==> src/rtl/snake_game_ctrl_if.sv <==
// Control bus between the snake game controller and its datapath / apple generator.
// master drives the game inputs, slave is the controller.
interface snake_game_ctrl_if;
  logic       frame_tick;
  logic       start;
  logic [3:0] switches_p1;
  logic [3:0] switches_p2;
  logic       eat_p1;
  logic       eat_p2;
  logic       collide_p1;
  logic       collide_p2;
  logic       apple_ack;

  logic       step;
  logic [1:0] move_p1;
  logic [1:0] move_p2;
  logic       grow_p1;
  logic       grow_p2;
  logic       apple_req;
  logic [2:0] len_p1;
  logic [2:0] len_p2;
  logic [1:0] state;
  logic [1:0] winner;

  modport master (
    output frame_tick, start, switches_p1, switches_p2,
           eat_p1, eat_p2, collide_p1, collide_p2, apple_ack,
    input  step, move_p1, move_p2, grow_p1, grow_p2,
           apple_req, len_p1, len_p2, state, winner
  );

  modport slave (
    input  frame_tick, start, switches_p1, switches_p2,
           eat_p1, eat_p2, collide_p1, collide_p2, apple_ack,
    output step, move_p1, move_p2, grow_p1, grow_p2,
           apple_req, len_p1, len_p2, state, winner
  );
endinterface

==> src/rtl/snake_game_ctrl.sv <==
// Two-player snake game controller: game FSM, move pacing, direction commit,
// apple arbitration and tail length bookkeeping.
module snake_game_ctrl #(
  parameter int unsigned SPEED   = 3,
  parameter int unsigned MAX_LEN = 5
) (
  input logic              clk,
  input logic              reset,
  snake_game_ctrl_if.slave bus
);

  localparam int unsigned CNT_W = 4;
  localparam int unsigned LEN_W = 3;
  localparam logic [CNT_W-1:0] CNT_LAST = CNT_W'(SPEED - 1);
  localparam logic [LEN_W-1:0] LEN_MAX  = LEN_W'(MAX_LEN);
  localparam logic [LEN_W-1:0] LEN_INIT = LEN_W'(2);

  localparam logic [1:0] DIR_RIGHT = 2'd0;
  localparam logic [1:0] DIR_LEFT  = 2'd1;
  localparam logic [1:0] DIR_UP    = 2'd2;
  localparam logic [1:0] DIR_DOWN  = 2'd3;

  typedef enum logic [1:0] {
    ST_IDLE = 2'd0,
    ST_PLAY = 2'd1,
    ST_OVER = 2'd2
  } state_t;

  // Reset asserts immediately, releases two clocks after reset goes high.
  logic [1:0] rst_sync;
  logic       rst_n;

  always_ff @(posedge clk or negedge reset) begin
    if (!reset) rst_sync <= 2'b00;
    else        rst_sync <= {rst_sync[0], 1'b1};
  end

  assign rst_n = rst_sync[1];

  // Highest-priority request wins; reversing the committed move is refused.
  function automatic logic [1:0] pick_dir(input logic [3:0] sw,
                                          input logic [1:0] pend,
                                          input logic [1:0] committed);
    logic [1:0] req;
    req = pend;
    if      (sw[1]) req = DIR_RIGHT;
    else if (sw[0]) req = DIR_LEFT;
    else if (sw[2]) req = DIR_UP;
    else if (sw[3]) req = DIR_DOWN;
    if (sw == 4'd0 || req == (committed ^ 2'd1)) return pend;
    return req;
  endfunction

  function automatic logic [LEN_W-1:0] len_inc(input logic [LEN_W-1:0] len);
    return (len >= LEN_MAX) ? LEN_MAX : len + LEN_W'(1);
  endfunction

  state_t           state_q;
  logic [CNT_W-1:0] frame_cnt;
  logic [1:0]       pend_p1;
  logic [1:0]       pend_p2;
  logic             tie_p2;
  logic             start_q;
  logic             step_q;
  logic             grow_p1_q;
  logic             grow_p2_q;
  logic             apple_req_q;
  logic [1:0]       move_p1_q;
  logic [1:0]       move_p2_q;
  logic [1:0]       winner_q;
  logic [LEN_W-1:0] len_p1_q;
  logic [LEN_W-1:0] len_p2_q;

  logic collide_c;
  logic step_c;
  logic eat_ok_c;
  logic eat_both_c;
  logic grant_p1_c;
  logic grant_p2_c;

  // A grow still in flight counts as a claimed apple, so one apple is never granted twice.
  always_comb begin
    collide_c  = bus.collide_p1 | bus.collide_p2;
    step_c     = (state_q == ST_PLAY) && bus.frame_tick && (frame_cnt == CNT_LAST) && !collide_c;
    eat_ok_c   = step_c && !apple_req_q && !grow_p1_q && !grow_p2_q;
    eat_both_c = bus.eat_p1 & bus.eat_p2;
    grant_p1_c = eat_ok_c && bus.eat_p1 && (!bus.eat_p2 || !tie_p2);
    grant_p2_c = eat_ok_c && bus.eat_p2 && (!bus.eat_p1 || tie_p2);
  end

  always_ff @(posedge clk or negedge rst_n) begin
    if (!rst_n) begin
      state_q     <= ST_IDLE;
      frame_cnt   <= '0;
      pend_p1     <= DIR_RIGHT;
      pend_p2     <= DIR_LEFT;
      tie_p2      <= 1'b0;
      start_q     <= 1'b0;
      step_q      <= 1'b0;
      grow_p1_q   <= 1'b0;
      grow_p2_q   <= 1'b0;
      apple_req_q <= 1'b0;
      move_p1_q   <= DIR_RIGHT;
      move_p2_q   <= DIR_LEFT;
      winner_q    <= 2'd0;
      len_p1_q    <= LEN_INIT;
      len_p2_q    <= LEN_INIT;
    end else begin
      step_q    <= step_c;
      grow_p1_q <= grant_p1_c;
      grow_p2_q <= grant_p2_c;
      start_q   <= bus.start;
      pend_p1   <= pick_dir(bus.switches_p1, pend_p1, move_p1_q);
      pend_p2   <= pick_dir(bus.switches_p2, pend_p2, move_p2_q);

      if (apple_req_q && bus.apple_ack) apple_req_q <= 1'b0;
      else if (grow_p1_q || grow_p2_q)  apple_req_q <= 1'b1;

      if (step_c) begin
        move_p1_q <= pend_p1;
        move_p2_q <= pend_p2;
      end
      if (grant_p1_c) len_p1_q <= len_inc(len_p1_q);
      if (grant_p2_c) len_p2_q <= len_inc(len_p2_q);
      if (eat_ok_c && eat_both_c) tie_p2 <= !tie_p2;

      case (state_q)
        ST_IDLE: begin
          if (bus.start) begin
            state_q   <= ST_PLAY;
            len_p1_q  <= LEN_INIT;
            len_p2_q  <= LEN_INIT;
            move_p1_q <= DIR_RIGHT;
            move_p2_q <= DIR_LEFT;
            pend_p1   <= DIR_RIGHT;
            pend_p2   <= DIR_LEFT;
            frame_cnt <= '0;
            tie_p2    <= 1'b0;
          end
        end
        ST_PLAY: begin
          // {collide_p1, collide_p2} maps directly onto the winner code.
          if (collide_c) begin
            state_q  <= ST_OVER;
            winner_q <= {bus.collide_p1, bus.collide_p2};
          end else if (bus.frame_tick) begin
            frame_cnt <= (frame_cnt == CNT_LAST) ? '0 : frame_cnt + CNT_W'(1);
          end
        end
        ST_OVER: begin
          if (bus.start && !start_q) begin
            state_q  <= ST_IDLE;
            winner_q <= 2'd0;
          end
        end
        default: state_q <= ST_IDLE;
      endcase
    end
  end

  assign bus.step      = step_q;
  assign bus.move_p1   = move_p1_q;
  assign bus.move_p2   = move_p2_q;
  assign bus.grow_p1   = grow_p1_q;
  assign bus.grow_p2   = grow_p2_q;
  assign bus.apple_req = apple_req_q;
  assign bus.len_p1    = len_p1_q;
  assign bus.len_p2    = len_p2_q;
  assign bus.state     = 2'(state_q);
  assign bus.winner    = winner_q;

endmodule
==> src/flat_wrapper.sv <==
// flat-port wrapper written by rule: the top's interface ports become plain ports
module snake_game_ctrl_flat 
#(
  parameter int unsigned SPEED   = 3,
  parameter int unsigned MAX_LEN = 5
)
  (clk, reset, bus_frame_tick, bus_start, bus_switches_p1, bus_switches_p2, bus_eat_p1, bus_eat_p2, bus_collide_p1, bus_collide_p2, bus_apple_ack, bus_step, bus_move_p1, bus_move_p2, bus_grow_p1, bus_grow_p2, bus_apple_req, bus_len_p1, bus_len_p2, bus_state, bus_winner);
  snake_game_ctrl_if bus_i ();
  input logic clk;
  input logic reset;
  input wire logic [$bits(bus_i.frame_tick)-1:0] bus_frame_tick;
  input wire logic [$bits(bus_i.start)-1:0] bus_start;
  input wire logic [$bits(bus_i.switches_p1)-1:0] bus_switches_p1;
  input wire logic [$bits(bus_i.switches_p2)-1:0] bus_switches_p2;
  input wire logic [$bits(bus_i.eat_p1)-1:0] bus_eat_p1;
  input wire logic [$bits(bus_i.eat_p2)-1:0] bus_eat_p2;
  input wire logic [$bits(bus_i.collide_p1)-1:0] bus_collide_p1;
  input wire logic [$bits(bus_i.collide_p2)-1:0] bus_collide_p2;
  input wire logic [$bits(bus_i.apple_ack)-1:0] bus_apple_ack;
  output wire logic [$bits(bus_i.step)-1:0] bus_step;
  output wire logic [$bits(bus_i.move_p1)-1:0] bus_move_p1;
  output wire logic [$bits(bus_i.move_p2)-1:0] bus_move_p2;
  output wire logic [$bits(bus_i.grow_p1)-1:0] bus_grow_p1;
  output wire logic [$bits(bus_i.grow_p2)-1:0] bus_grow_p2;
  output wire logic [$bits(bus_i.apple_req)-1:0] bus_apple_req;
  output wire logic [$bits(bus_i.len_p1)-1:0] bus_len_p1;
  output wire logic [$bits(bus_i.len_p2)-1:0] bus_len_p2;
  output wire logic [$bits(bus_i.state)-1:0] bus_state;
  output wire logic [$bits(bus_i.winner)-1:0] bus_winner;
  assign bus_i.frame_tick = bus_frame_tick;
  assign bus_i.start = bus_start;
  assign bus_i.switches_p1 = bus_switches_p1;
  assign bus_i.switches_p2 = bus_switches_p2;
  assign bus_i.eat_p1 = bus_eat_p1;
  assign bus_i.eat_p2 = bus_eat_p2;
  assign bus_i.collide_p1 = bus_collide_p1;
  assign bus_i.collide_p2 = bus_collide_p2;
  assign bus_i.apple_ack = bus_apple_ack;
  assign bus_step = bus_i.step;
  assign bus_move_p1 = bus_i.move_p1;
  assign bus_move_p2 = bus_i.move_p2;
  assign bus_grow_p1 = bus_i.grow_p1;
  assign bus_grow_p2 = bus_i.grow_p2;
  assign bus_apple_req = bus_i.apple_req;
  assign bus_len_p1 = bus_i.len_p1;
  assign bus_len_p2 = bus_i.len_p2;
  assign bus_state = bus_i.state;
  assign bus_winner = bus_i.winner;
  snake_game_ctrl #(.SPEED(SPEED), .MAX_LEN(MAX_LEN)) u_core (.clk(clk), .reset(reset), .bus(bus_i));
endmodule
==> config.mk <==
export PLATFORM = sky130hd
export DESIGN_NAME = snake_game_ctrl_flat
export DESIGN_NICKNAME = d
export VERILOG_FILES = /design/src/rtl/snake_game_ctrl_if.sv /design/src/rtl/snake_game_ctrl.sv /design/src/flat_wrapper.sv
export SDC_FILE = /design/constraint.sdc
export NUM_CORES = 1
export LEC_CHECK = 0
export CORE_AREA = 2 2 73 57
export DETAILED_ROUTE_END_ITERATION = 10
export DIE_AREA = 0 0 75 59
export PLACE_DENSITY_LB_ADDON = 0.1
export SKIP_LAST_GASP = 1
export SYNTH_ARGS = -nofsm -noshare
export SYNTH_HDL_FRONTEND = slang
export SYNTH_SLANG_ARGS = --single-unit
==> constraint.sdc <==
create_clock -name clk -period 0.81 [get_ports clk]
set_input_delay 0.2025 -clock clk [delete_from_list [all_inputs] [get_ports clk]]
set_output_delay 0.2025 -clock clk [all_outputs]
set_load 0.02 [all_outputs]
[Yosys cells after proc, flatten, opt, wreduce, memory -nomap -nowiden]
Cells that the tools add are included.
Storage, ports and cells
  word-level logic and storage cells: 118
  RAM bits: 0
  memories kept: 0
  bits in read-only memories: 0
  latch bits: 0
  flip-flop bits (word level): 30
  output and inout bits: 18
Operators by class
  divide/modulo/power cells: 0
  multipliers: 0
  muxes and demuxes: 48
  $add $sub $neg: 3
  order comparisons: 2
  bitwise gates (word level): 4
  reductions and logical operators: 35
  equal/unequal tests: 10
  shifts and indexed selects: 0
Operator list (number)
  two-way mux 2 bit: 26
  two-way mux 3 bit: 8
  two-way mux 4 bit: 4
  logical AND 1 bit: 13
  logical NOT 1 bit: 8
  logical NOT 4 bit: 2
  case mux 4 bit (2 select lines): 1
  two-way mux 1 bit: 7
  adder 3 x 1 -> 3 bit, second input constant: 2
  greater-or-equal comparator 3 bit, second input constant: 2
  != test 2 bit, second input constant: 3
  case mux 2 bit (3 select lines): 1
  AND reduction 3 bit: 2
  nonzero test 2 bit: 3
  logical OR 1 bit: 5
  adder 4 x 1 -> 4 bit, second input constant: 1
  equality test 2 bit: 2
  equality test 4 x 2 -> 1 bit, second input constant: 1
  != test 2 x 1 -> 1 bit, second input constant: 2
  case mux 2 bit (2 select lines): 1
  AND reduction 4 bit: 1
  equality test 2 x 1 -> 1 bit, second input constant: 1
  equality test 2 bit, second input constant: 1
  logical NOT 2 bit: 1
  3 further kinds: 4

[Longest topological paths before layout]
Gate-level depths: netlist of run 1.
  word-level depth: 12
  mapped depth: 8

[Least setup slack after synthesis of run 1]
Ideal clock, no wire load.
  path kind: register to register
  start point: register u_core.frame_cnt[0]
  end point: register u_core.len_p2_q[2], in the netlist u_core.bus.len_p2[2]
  buffers on the path: 1
  cell stages (with the launch flop): 9
  required time: 0.723 ns
  path slack: -0.772 ns
  data arrival time: 1.495 ns
  path through: dfrtp_1 inv_1 ha_1 nor3b_4 nand4_4 inv_2 buf_6 a31oi_1 a211oi_2
Between the ends
  cells in the longest elaborated chain, start to end: 11
RTL lines
  from (decl): line snake_game_ctrl.sv:59  | logic [CNT_W-1:0] frame_cnt;
  from (signal assigned): line snake_game_ctrl.sv:147  | frame_cnt <= (frame_cnt == CNT_LAST) ? '0 : frame_cnt + CNT_W'(1);
  equality test 4 x 2 -> 1 bit *: line snake_game_ctrl.sv:84  | step_c = (state_q == ST_PLAY) && bus.frame_tick && (frame_cnt == CNT_LAST) && !collide_c;
  logical AND 1 bit * (2 in series): line snake_game_ctrl.sv:84
  named net u_core.step_c: line snake_game_ctrl.sv:75  | logic step_c;
  logical AND 1 bit * (3 in series): line snake_game_ctrl.sv:85  | eat_ok_c = step_c && !apple_req_q && !grow_p1_q && !grow_p2_q;
  logical AND 1 bit * (2 in series): line snake_game_ctrl.sv:88  | grant_p2_c = eat_ok_c && bus.eat_p2 && (!bus.eat_p1 || tie_p2);
  two-way mux 3 bit *: line snake_game_ctrl.sv:124  | if (grant_p2_c) len_p2_q <= len_inc(len_p2_q);
  two-way mux 3 bit: line snake_game_ctrl.sv:129  | if (bus.start) begin
  two-way mux 3 bit *: line snake_game_ctrl.sv:127  | case (state_q)
  to (signal assigned): line snake_game_ctrl.sv:124
  to (decl): line snake_game_ctrl.sv:72  | logic [LEN_W-1:0] len_p2_q;
The timed path passes the listed nets; every way through them passes the cells marked *.
A chain may end at the register's enable or synchronous reset.

[Worst setup path after layout of run 1]
  start point: register u_core.frame_cnt[0]
  end point: register u_core.frame_cnt[3]
Between the ends
  cells in the longest elaborated chain, start to end: 5
RTL lines
  adder 4 x 1 -> 4 bit / equality test 4 x 2 -> 1 bit (equally long branches): line snake_game_ctrl.sv:147
  two-way mux 4 bit *: line snake_game_ctrl.sv:147
  two-way mux 4 bit *: line snake_game_ctrl.sv:146  | end else if (bus.frame_tick) begin
  two-way mux 4 bit *: line snake_game_ctrl.sv:143  | if (collide_c) begin
  case mux 4 bit (2 select lines) *: line snake_game_ctrl.sv:127
Mark *: on every way between the ends. The rest lies on a longest branch, timed or not. The select of a mux whose other input is x is not followed.

==> results of run 1 <==
## metrics by stage
stage,utilization [%],std cells
2_1_floorplan,-,160
3_3_place_gp,65.2,283
3_5_place_dp,65.2,283
4_1_cts,70.7,297
5_1_grt,73.6,299
6_report,73.6,299
## cells in the mapped netlist (all sizes together), types with 2 or more instances
master   n
o21ai   10
nor4b    2
o22ai    2
a211oi   4
nand2b   3
dfstp    4
buf      3
nand2   17
ha       6
o21bai   2
or3      3
nor3     8
nor2b    5
a211o    2
nor3b    7
nor2     3
nand3    5
a31oi    4
inv      9
a21boi   2
dfrtp   26
nand4    2
and3     2
and2     2
a21oi   13
## layout make-up
type | count | share of cell area (%)
Timing Repair Buffer | 82 | 28.6
Tap cell | 52 | 2.43
Sequential cell | 30 | 28.6
Clock buffer | 7 | 3.22
Inverter | 9 | 1.45
Multi-Input combinational cell | 118 | 35.6
Clock inverter | 1 | 0.187
## worst reg2reg max path: stages, from the launching register on
cell and delay, ns:
dfrtp_1 0.37, inv_1 0.06, ha_1 0.19, nor3b_4 0.16
buf_4 0.15, or3_4 0.39, o31ai_2 0.18
## routing by layer
layer,part of all wire [%],track usage [%]
met5,0,0
met4,1.2,6.63
met3,4.1,4.93
met2,48,31.7
met1,46,25.6
## worst paths after layout
check	cells after the start	to	slack, ns	from
worst max-delay path	6	u_core.frame_cnt[3]	-0.76	u_core.frame_cnt[0]
worst min-delay path	1	u_core.rst_sync[1]	0.07	reset
worst max register to register	6	u_core.frame_cnt[3]	-0.76	u_core.frame_cnt[0]
worst min register to register	1	u_core.bus.len_p1[2]	0.21	u_core.rst_sync[1]
max in group asynchronous	1	u_core.bus.len_p2[1]	0.37	u_core.rst_sync[1]
min in group clk	0	u_core.rst_sync[1]	0.36	u_core.rst_sync[0]
## cells by family (layout without fill, tap and decap cells)
kind of cell	Yosys count	count (layout)	synth area share, %
flip-flops	30	30	46.7
buffers and inverters	12	99	3.79
other	1	1	0.232
AND/OR/NAND/NOR	63	63	24.4
multiplexers	1	1	0.618
adder cells (fa/ha/maj)	6	6	4.64
AO/OA/AOI/OAI	47	47	19.6
## repair_timing
action | CTS | global route
gates resized for setup | 114 | 33
buffers inserted | 6 | 5
pin swaps | 10 | 9
gates cloned | 0 | 0
setup endpoints to repair | 45 | 45
## power by group
group          total (mW)  switching [mW]  internal [mW]
Sequential           1.95           0.231           1.72
Clock                1.25           0.569          0.684
Combinational        2.35            1.07           1.28
Total                5.56            1.87           3.68
==> reports/qor.csv, run 1 <==
stage,metric,value,unit
placement,place_congestion,0.794,
critical_path,crit_slowest_cell,or3_4,
run,drv_cap,0,
placement,port_buffers,34,
global_route,track_usage,19.6,%
timing,slew_violations,0,
layout,final_nets,269,
critical_path,crit_fanout,4,
power_and_ir_drop,vdd_ir_drop_max,1.75,mV
die,ios,35,
synth,yosys.area.top_type_share,40.2,%
drt,wl_per_cell,13.9,um
layout,regArea,764,um2
clocking,clock_latency,0.29,ns
die,core,3640,um2
clocking,cts_hold_buf,0,
critical_path,arrival,1.78,ns
timing,setup_tns,-20.24,ns
die,die-area,4430,um2
synth,ys_types,50,
layout,drive_gt1_share,49.0,%
synth,postSynthCellCount,160,
placement,place_area,2370,um2
timing,setup_violations,45,
timing,max_clock_freq,635,MHz
synth,ys.flop_type,dfrtp_1,
critical_path,crit_chain,"inv_1, ha_1, nor3b_4, buf_4, or3_4, o31ai_2",
synth,synth_area,1620,um2
outcome,status,finished with violations,
critical_path,critical_path_class,reg -> reg,
synth,synth.largest_area_cell,dfrtp_1,
timing,hold_violations,0,
timing,rsz0062_at_grt,yes,
die,start_util,44.5,%
global_route,gr-total-overflow,0,
clocking,cts_buffers,5,
timing,post-route-period-util,194,%
timing,fin_crit,1.57,ns
clocking,htreeDepth,2,
layout,final_common_cell,buf_4,
timing,setup_ws,-0.765,ns
synth,synth_async_sr_flop_share,100,%
critical_path,cp-start-kind,flip-flop,
die,die_w,75,um
critical_path,critPathTopFamily,simple AND/OR/NAND/NOR gates,
layout,antenna_cells,0,
synth,synth_enable_flop_cells,0,
synth,ys_warn_count,0,
placement,dp.final_hpwl,2.85,mm
placement,place_worst_setup_slack,-0.914,ns
clocking,cts_root_buf,clkbuf_8,
global_route,antenna_found_initial,0,
synth,yosysSeqAreaShare,46.7,%
layout,fillers,245,
global_route,grt_max_degree,29,
clocking,clk_pin_slew_worst_paths,0.06,ns
critical_path,cpPeakStageDelay,0.39,ns
power_and_ir_drop,p_leak,1.23,nW
critical_path,end_kind,flip-flop,
layout,stdcell_area,2680,um2
clocking,cts_buffer_depth,2,
layout,largest_reg_flops,4,
power_and_ir_drop,power,5.56,mW
clocking,cts_sinks,30,
global_route,grt_pass1_vias,1452,
drt,drtPass1Iterations,4,
clocking,cts_tree,built,
die,rows,19,
die,die_h,59,um
drt,viasPerCell,5.27,
synth,avgSynthCellArea,10.1,um2
drt,antenna_left,0,
layout,area_growth,65.4,%
critical_path,crit_buf_inv,2,
timing,worst_clock_skew,0.00764,ns
layout,multi_input_area,952,um2
power_and_ir_drop,p_per_area,2080,nW/um2
synth,synthTopCellsByArea,"dfrtp_1 (40%), dfstp_2 (6.5%), ha_1 (4.6%), a21oi_1 (4.0%), nand2_1 (3.9%)",
global_route,grt_pass1_wl,6.52,mm
drt,routed-via-count,1575,
drt,drt-total-wl,4.14,mm
synth,syn-num-nets,183,
layout,top_register,u_core.frame_cnt,
drt,drcViolationCount,0,
min_path,min_path_type,in -> async,
outcome,violations,setup timing,
drt,drt_iter0_markers,100,
synth,ys_ff_latch,30,
layout,final_cell_mix,"buf_4 (39), buf_6 (25), dfrtp_1 (19)",
critical_path,critical_path_required,1.01,ns
timing,whs,0.0715,ns
(Power assumes the default switching activity.)
==> run 2: changes to the inputs <==
--- a/config.mk
+++ b/config.mk
@@ -8,6 +8,7 @@
 export CORE_AREA = 2 2 73 57
 export DETAILED_ROUTE_END_ITERATION = 10
 export DIE_AREA = 0 0 75 59
+export GPL_ROUTABILITY_DRIVEN = 0
 export PLACE_DENSITY_LB_ADDON = 0.1
 export SKIP_LAST_GASP = 1
 export SYNTH_ARGS = -nofsm -noshare
==> constraint.sdc (replaced) <==
create_clock -name clk -period 0.81 [get_ports clk]
set_input_delay 0.2025 -clock clk [delete_from_list [all_inputs] [get_ports clk]]
set_output_delay 0.2025 -clock clk [all_outputs]
set_load 0.05 [all_outputs]
==> run 2 against run 1 <==
The flow still finishes with violations (setup timing); sequential power grew 3%; setup slack worse by 0.14 ns; global-route usage up 7.1 points; register-to-register slack worse by 0.14 ns; hold slack about the same; non-clock buffer count increased by 18; sequential cell count is the same; total power increased by 16%; via count grew 13%; first-iteration DRC count down 4.0%; largest cell class is now buffers.
==> reports/qor.csv, run 2 (synthesis gave the netlist of run 1 again) <==
stage,metric,value,unit
timing,max_clock_freq,584,MHz
critical_path,reg2reg_depth,7,
clocking,cts_buffer_depth,2,
drt,antenna_left,0,
critical_path,cp-start-kind,flip-flop,
layout,largest_reg_flops,4,
global_route,grt_max_degree,29,
power_and_ir_drop,p_per_area,2080,nW/um2
critical_path,crit_fanout,3,
clocking,clk_pin_slew_worst_paths,0.06,ns
die,start_util,44.5,%
power_and_ir_drop,power,6.46,mW
critical_path,arrival,1.91,ns
timing,setup_ws,-0.903,ns
global_route,gr-total-overflow,0,
layout,top_register,u_core.frame_cnt,
drt,drt_iter0_markers,96,
critical_path,r2r-end,u_core.frame_cnt[3],
global_route,grt_pass1_vias,1830,
critical_path,reg2reg_from,u_core.frame_cnt[0],
outcome,violations,setup timing,
min_path,min_path_type,in -> async,
layout,final_nets,288,
layout,final_common_cell,buf_4,
power_and_ir_drop,vdd_ir_drop_max,2.90,mV
drt,wl_per_cell,19.4,um
die,die_h,59,um
die,rows,19,
timing,fin_crit,1.71,ns
drt,routed-via-count,1775,
layout,final_cell_mix,"buf_4 (38), buf_6 (26), buf_12 (19)",
placement,port_buffers,34,
timing,setup_violations,45,
layout,fin_cells,318,
clocking,cts_sinks,30,
clocking,clock_latency,0.30,ns
drt,drt-total-wl,6.17,mm
timing,slew_violations,0,
timing,post-route-period-util,211,%
critical_path,critical_path_required,1.00,ns
die,core,3640,um2
critical_path,reg2reg_slack,-0.90,ns
clocking,cts_tree,built,
global_route,antenna_found_initial,0,
clocking,htreeDepth,2,
power_and_ir_drop,p_leak,1.38,nW
layout,area_growth,92.1,%
layout,drive_gt1_share,60.5,%
die,die_w,75,um
drt,drcViolationCount,0,
clocking,cts_root_buf,clkbuf_8,
global_route,track_usage,26.6,%
drt,drtPass1Iterations,4,
placement,dpl.cell_count,290,
placement,dp.final_hpwl,3.28,mm
timing,whs,0.0711,ns
drt,viasPerCell,5.58,
timing,rsz0062_at_grt,yes,
timing,hold_violations,0,
outcome,status,finished with violations,
critical_path,end_kind,flip-flop,
timing,setup_tns,-24.80,ns
run,drv_cap,0,
die,die-area,4430,um2
clocking,cts_buffers,5,
die,ios,35,
timing,worst_clock_skew,0.0128,ns
layout,antenna_cells,0,
global_route,grt_pass1_wl,8.71,mm
critical_path,critical_path_class,reg -> reg,
run 2: power by group:
group / internal, mW / switching (mW)
clock network: 0.595 / 0.613
registers: 1.74 / 0.256
logic: 1.68 / 1.57
run 2: worst max-delay path: stages, from the launching register on:
cell	delay [ns]
dfrtp_1	0.36
inv_1	0.06
ha_2	0.19
nor3b_4	0.16
buf_4	0.14
buf_6	0.12
or3_4	0.40
o31ai_4	0.19
run 2: through the flow:
step | cell area (um2) | setup slack [ns] | util [%]
floorplan | 1730 | -0.841 | -
global placement | 2650 | -0.882 | 72.8
detailed placement | 2650 | -0.928 | 72.8
CTS | 2940 | -0.778 | 80.8
global route | 3110 | -0.927 | 85.5
finish | 3110 | -0.903 | 85.5
run 2: routing by layer:
metal / track usage [%] / part of all wire (%)
met1: 34.1 / 41
met5: 0 / 0
met3: 6.63 / 5.3
met4: 9.69 / 3.5
met2: 43.7 / 51
run 2: final cells by class:
| type | count | area [um2] |
|---|---|---|
| clock buffers | 6 | 72.6 |
| clock inverters | 2 | 10.0 |
| fillers | 172 | 527 |
| inverters | 9 | 36.3 |
| multi-input cells | 118 | 1010 |
| flip-flops and latches | 30 | 781 |
| well taps | 52 | 65.1 |
| repair buffers | 100 | 1130 |
| repair inverters | 1 | 7.51 |
run 2: repair_timing:
action | in CTS | in global routing
hold endpoints to repair | 0 | 0
gates resized for setup | 27 | 37
pin swaps | 6 | 15
hold buffers | 0 | 0
setup buffers | 14 | 10
gates cloned | 2 | 0
endpoints found under the setup margin | 45 | 45
run 2: worst max-delay path by stage:
stage | from | to
2_1_floorplan | u_core.bus.move_p2[0] | u_core.pend_p2[0]
3_3_place_gp | bus_switches_p2[0] | u_core.pend_p2[0]
3_5_place_dp | bus_start | u_core.frame_cnt[3]
4_1_cts | u_core.bus.move_p2[0] | u_core.pend_p2[0]
5_1_grt | u_core.frame_cnt[0] | u_core.frame_cnt[3]
6_report | u_core.frame_cnt[0] | u_core.frame_cnt[3]
==> run 3: changes to the inputs <==
--- a/config.mk
+++ b/config.mk
@@ -9,7 +9,7 @@
 export DETAILED_ROUTE_END_ITERATION = 10
 export DIE_AREA = 0 0 75 59
 export GPL_ROUTABILITY_DRIVEN = 0
-export PLACE_DENSITY_LB_ADDON = 0.1
+export PLACE_DENSITY_LB_ADDON = 0.25
 export SKIP_LAST_GASP = 1
 export SYNTH_ARGS = -nofsm -noshare
 export SYNTH_HDL_FRONTEND = slang
==> run 3 against run 2 <==
The run still ends with setup timing left; first-iteration DRC count up 15%; die area is the same; count of clock-buffer cells in the layout increased by 2; sequential power hardly changed; via count hardly changed; final cell count fell by 3.1%; clock power is 19% higher; clock skew shrank 0.0080 ns; critical path type unchanged.
==> reports/qor.csv, run 3 (synthesis gave the netlist of run 1 again) <==
stage,metric,value,unit
timing,post-route-period-util,201,%
clocking,clk_pin_slew_worst_paths,0.06,ns
drt,drtPass1Iterations,4,
drt,wl_per_cell,19.4,um
global_route,grt_pass1_wl,8.34,mm
drt,antenna_left,0,
run,drv_cap,0,
global_route,track_usage,25.9,%
clocking,htreeDepth,2,
die,start_util,44.5,%
die,die_w,75,um
critical_path,cp-start-kind,flip-flop,
critical_path,arrival,1.85,ns
global_route,antenna_found_initial,0,
placement,place_area,2590,um2
global_route,grt_pass1_vias,1764,
layout,drive_gt1_share,60.5,%
power_and_ir_drop,p_leak,1.36,nW
layout,fillers,177,
global_route,grt_max_degree,29,
critical_path,critical_path_class,reg -> reg,
power_and_ir_drop,p_per_area,2170,nW/um2
timing,rsz0062_at_grt,yes,
drt,viasPerCell,5.76,
layout,area_growth,90.1,%
power_and_ir_drop,power,6.67,mW
clocking,cts_sinks,30,
layout,largest_reg_flops,4,
layout,final_cell_mix,"buf_4 (32), buf_6 (23), buf_12 (19)",
timing,max_clock_freq,615,MHz
timing,worst_clock_skew,0.00479,ns
die,rows,19,
clocking,cts_buffers,5,
min_path,min_path_type,in -> async,
outcome,violations,setup timing,
clocking,cts_buffer_depth,2,
global_route,grt_util_met2,44.2,%
timing,fin_crit,1.63,ns
clocking,clock_latency,0.30,ns
power_and_ir_drop,vdd_ir_drop_max,2.11,mV
drt,routed-via-count,1774,
drt,drcViolationCount,0,
clocking,cts_tree,built,
die,ios,35,
global_route,gr-total-overflow,0,
placement,dpl.cell_count,283,
critical_path,reg2reg_from,u_core.bus.move_p2[0],
layout,stdcell_area,3080,um2
timing,setup_tns,-23.27,ns
timing,setup_ws,-0.817,ns
layout,antenna_cells,0,
layout,final_nets,278,
timing,setup_violations,45,
placement,dp.final_hpwl,3.15,mm
timing,hold_violations,0,
timing,slew_violations,0,
critical_path,r2r-end,u_core.pend_p2[0],
global_route,met1_usage,30.1,%
die,core,3640,um2
layout,fin_cells,308,
drt,drt-total-wl,5.97,mm
critical_path,critical_path_required,1.03,ns
critical_path,crit_fanout,3,
outcome,status,finished with violations,
critical_path,end_kind,flip-flop,
clocking,cts_hold_buf,0,
critical_path,reg2reg_slack,-0.82,ns
die,die_h,59,um
die,die-area,4430,um2
layout,top_register,u_core.frame_cnt,
placement,port_buffers,34,
global_route,globalRoute.busiestLayer,met2,
clocking,cts_root_buf,clkbuf_8,
critical_path,reg2reg_depth,4,
layout,final_common_cell,buf_4,
global_route,use_met3,7.14,%
drt,drt_iter0_markers,110,
[run 3: cell count changes in the layout (fill, tap and decap cells not counted), sizes merged]
| cell | previous run | this run |
|---|---|---|
| dlymetal6s2s | 1 | 0 |
| clkinv | 2 | 1 |
| dlygate4sd2 | 0 | 3 |
| clkinvlp | 1 | 0 |
| buf | 84 | 74 |
| clkdlybuf4s50 | 15 | 13 |
| clkbuf | 6 | 8 |
[run 3: worst max path at each step]
| stage | start | endpoint | cells past startpoint |
|---|---|---|---|
| finish | u_core.bus.move_p2[0] | u_core.pend_p2[0] | 4 |
| global route | u_core.frame_cnt[0] | u_core.bus.move_p1[1] | 8 |
| CTS | u_core.bus.move_p2[0] | u_core.pend_p2[0] | 4 |
| detailed placement | bus_switches_p2[0] | u_core.pend_p2[0] | 5 |
| global placement | bus_switches_p2[0] | u_core.pend_p2[0] | 5 |
| floorplan | u_core.bus.move_p2[0] | u_core.pend_p2[0] | 4 |
[run 3: power by group]
part,switching [mW],leakage [nW],internal [mW],total [mW]
Clock,0.585,0.0575,0.857,1.44
Combinational,1.60,0.936,1.64,3.24
Sequential,0.247,0.367,1.75,1.99
[run 3: worst max-delay path, stage by stage (launching register included)]
cell	delay [ns]
dfstp_4	0.63
nor3b_2	0.05
o31a_1	0.30
a211o_1	0.27
a211o_1	0.30
[run 3: through the flow]
stage / setup WS (ns) / utilization, % / hold WS (ns)
final: -0.817 / 84.6 / 0.0674
after global routing: -0.879 / 84.6 / 0.0646
after CTS: -0.787 / 81.4 / 0.0805
after detailed placement: -0.932 / 71.3 / 0.208
after global placement: -0.878 / 71.3 / 0.208
after floorplan: -0.841 / - / -0.0931
[run 3: metal layers]
layer	wire length [um]	share of wire [%]
met5	0	0
met4	267	4.5
met3	325	5.4
met2	3020	51
met1	2360	39
[run 3: area by class of cell]
cell class                 count  area (um2)  area share (%)
clock buffer                   8         110            3.58
inverter                       9        38.8            1.26
multi-input combinational    118        1040            33.9
sequential                    30         781            25.4
tap                           52        65.1            2.11
timing repair buffer          90        1040            33.7
timing repair inverter         1        3.75           0.122
[run 3: repair_timing]
| item | in CTS | in global routing |
|---|---|---|
| setup endpoints to repair | 45 | 45 |
| setup buffers | 17 | 6 |
| cloned | 1 | 0 |
| gates resized for setup | 40 | 29 |
| pin swaps | 8 | 15 |
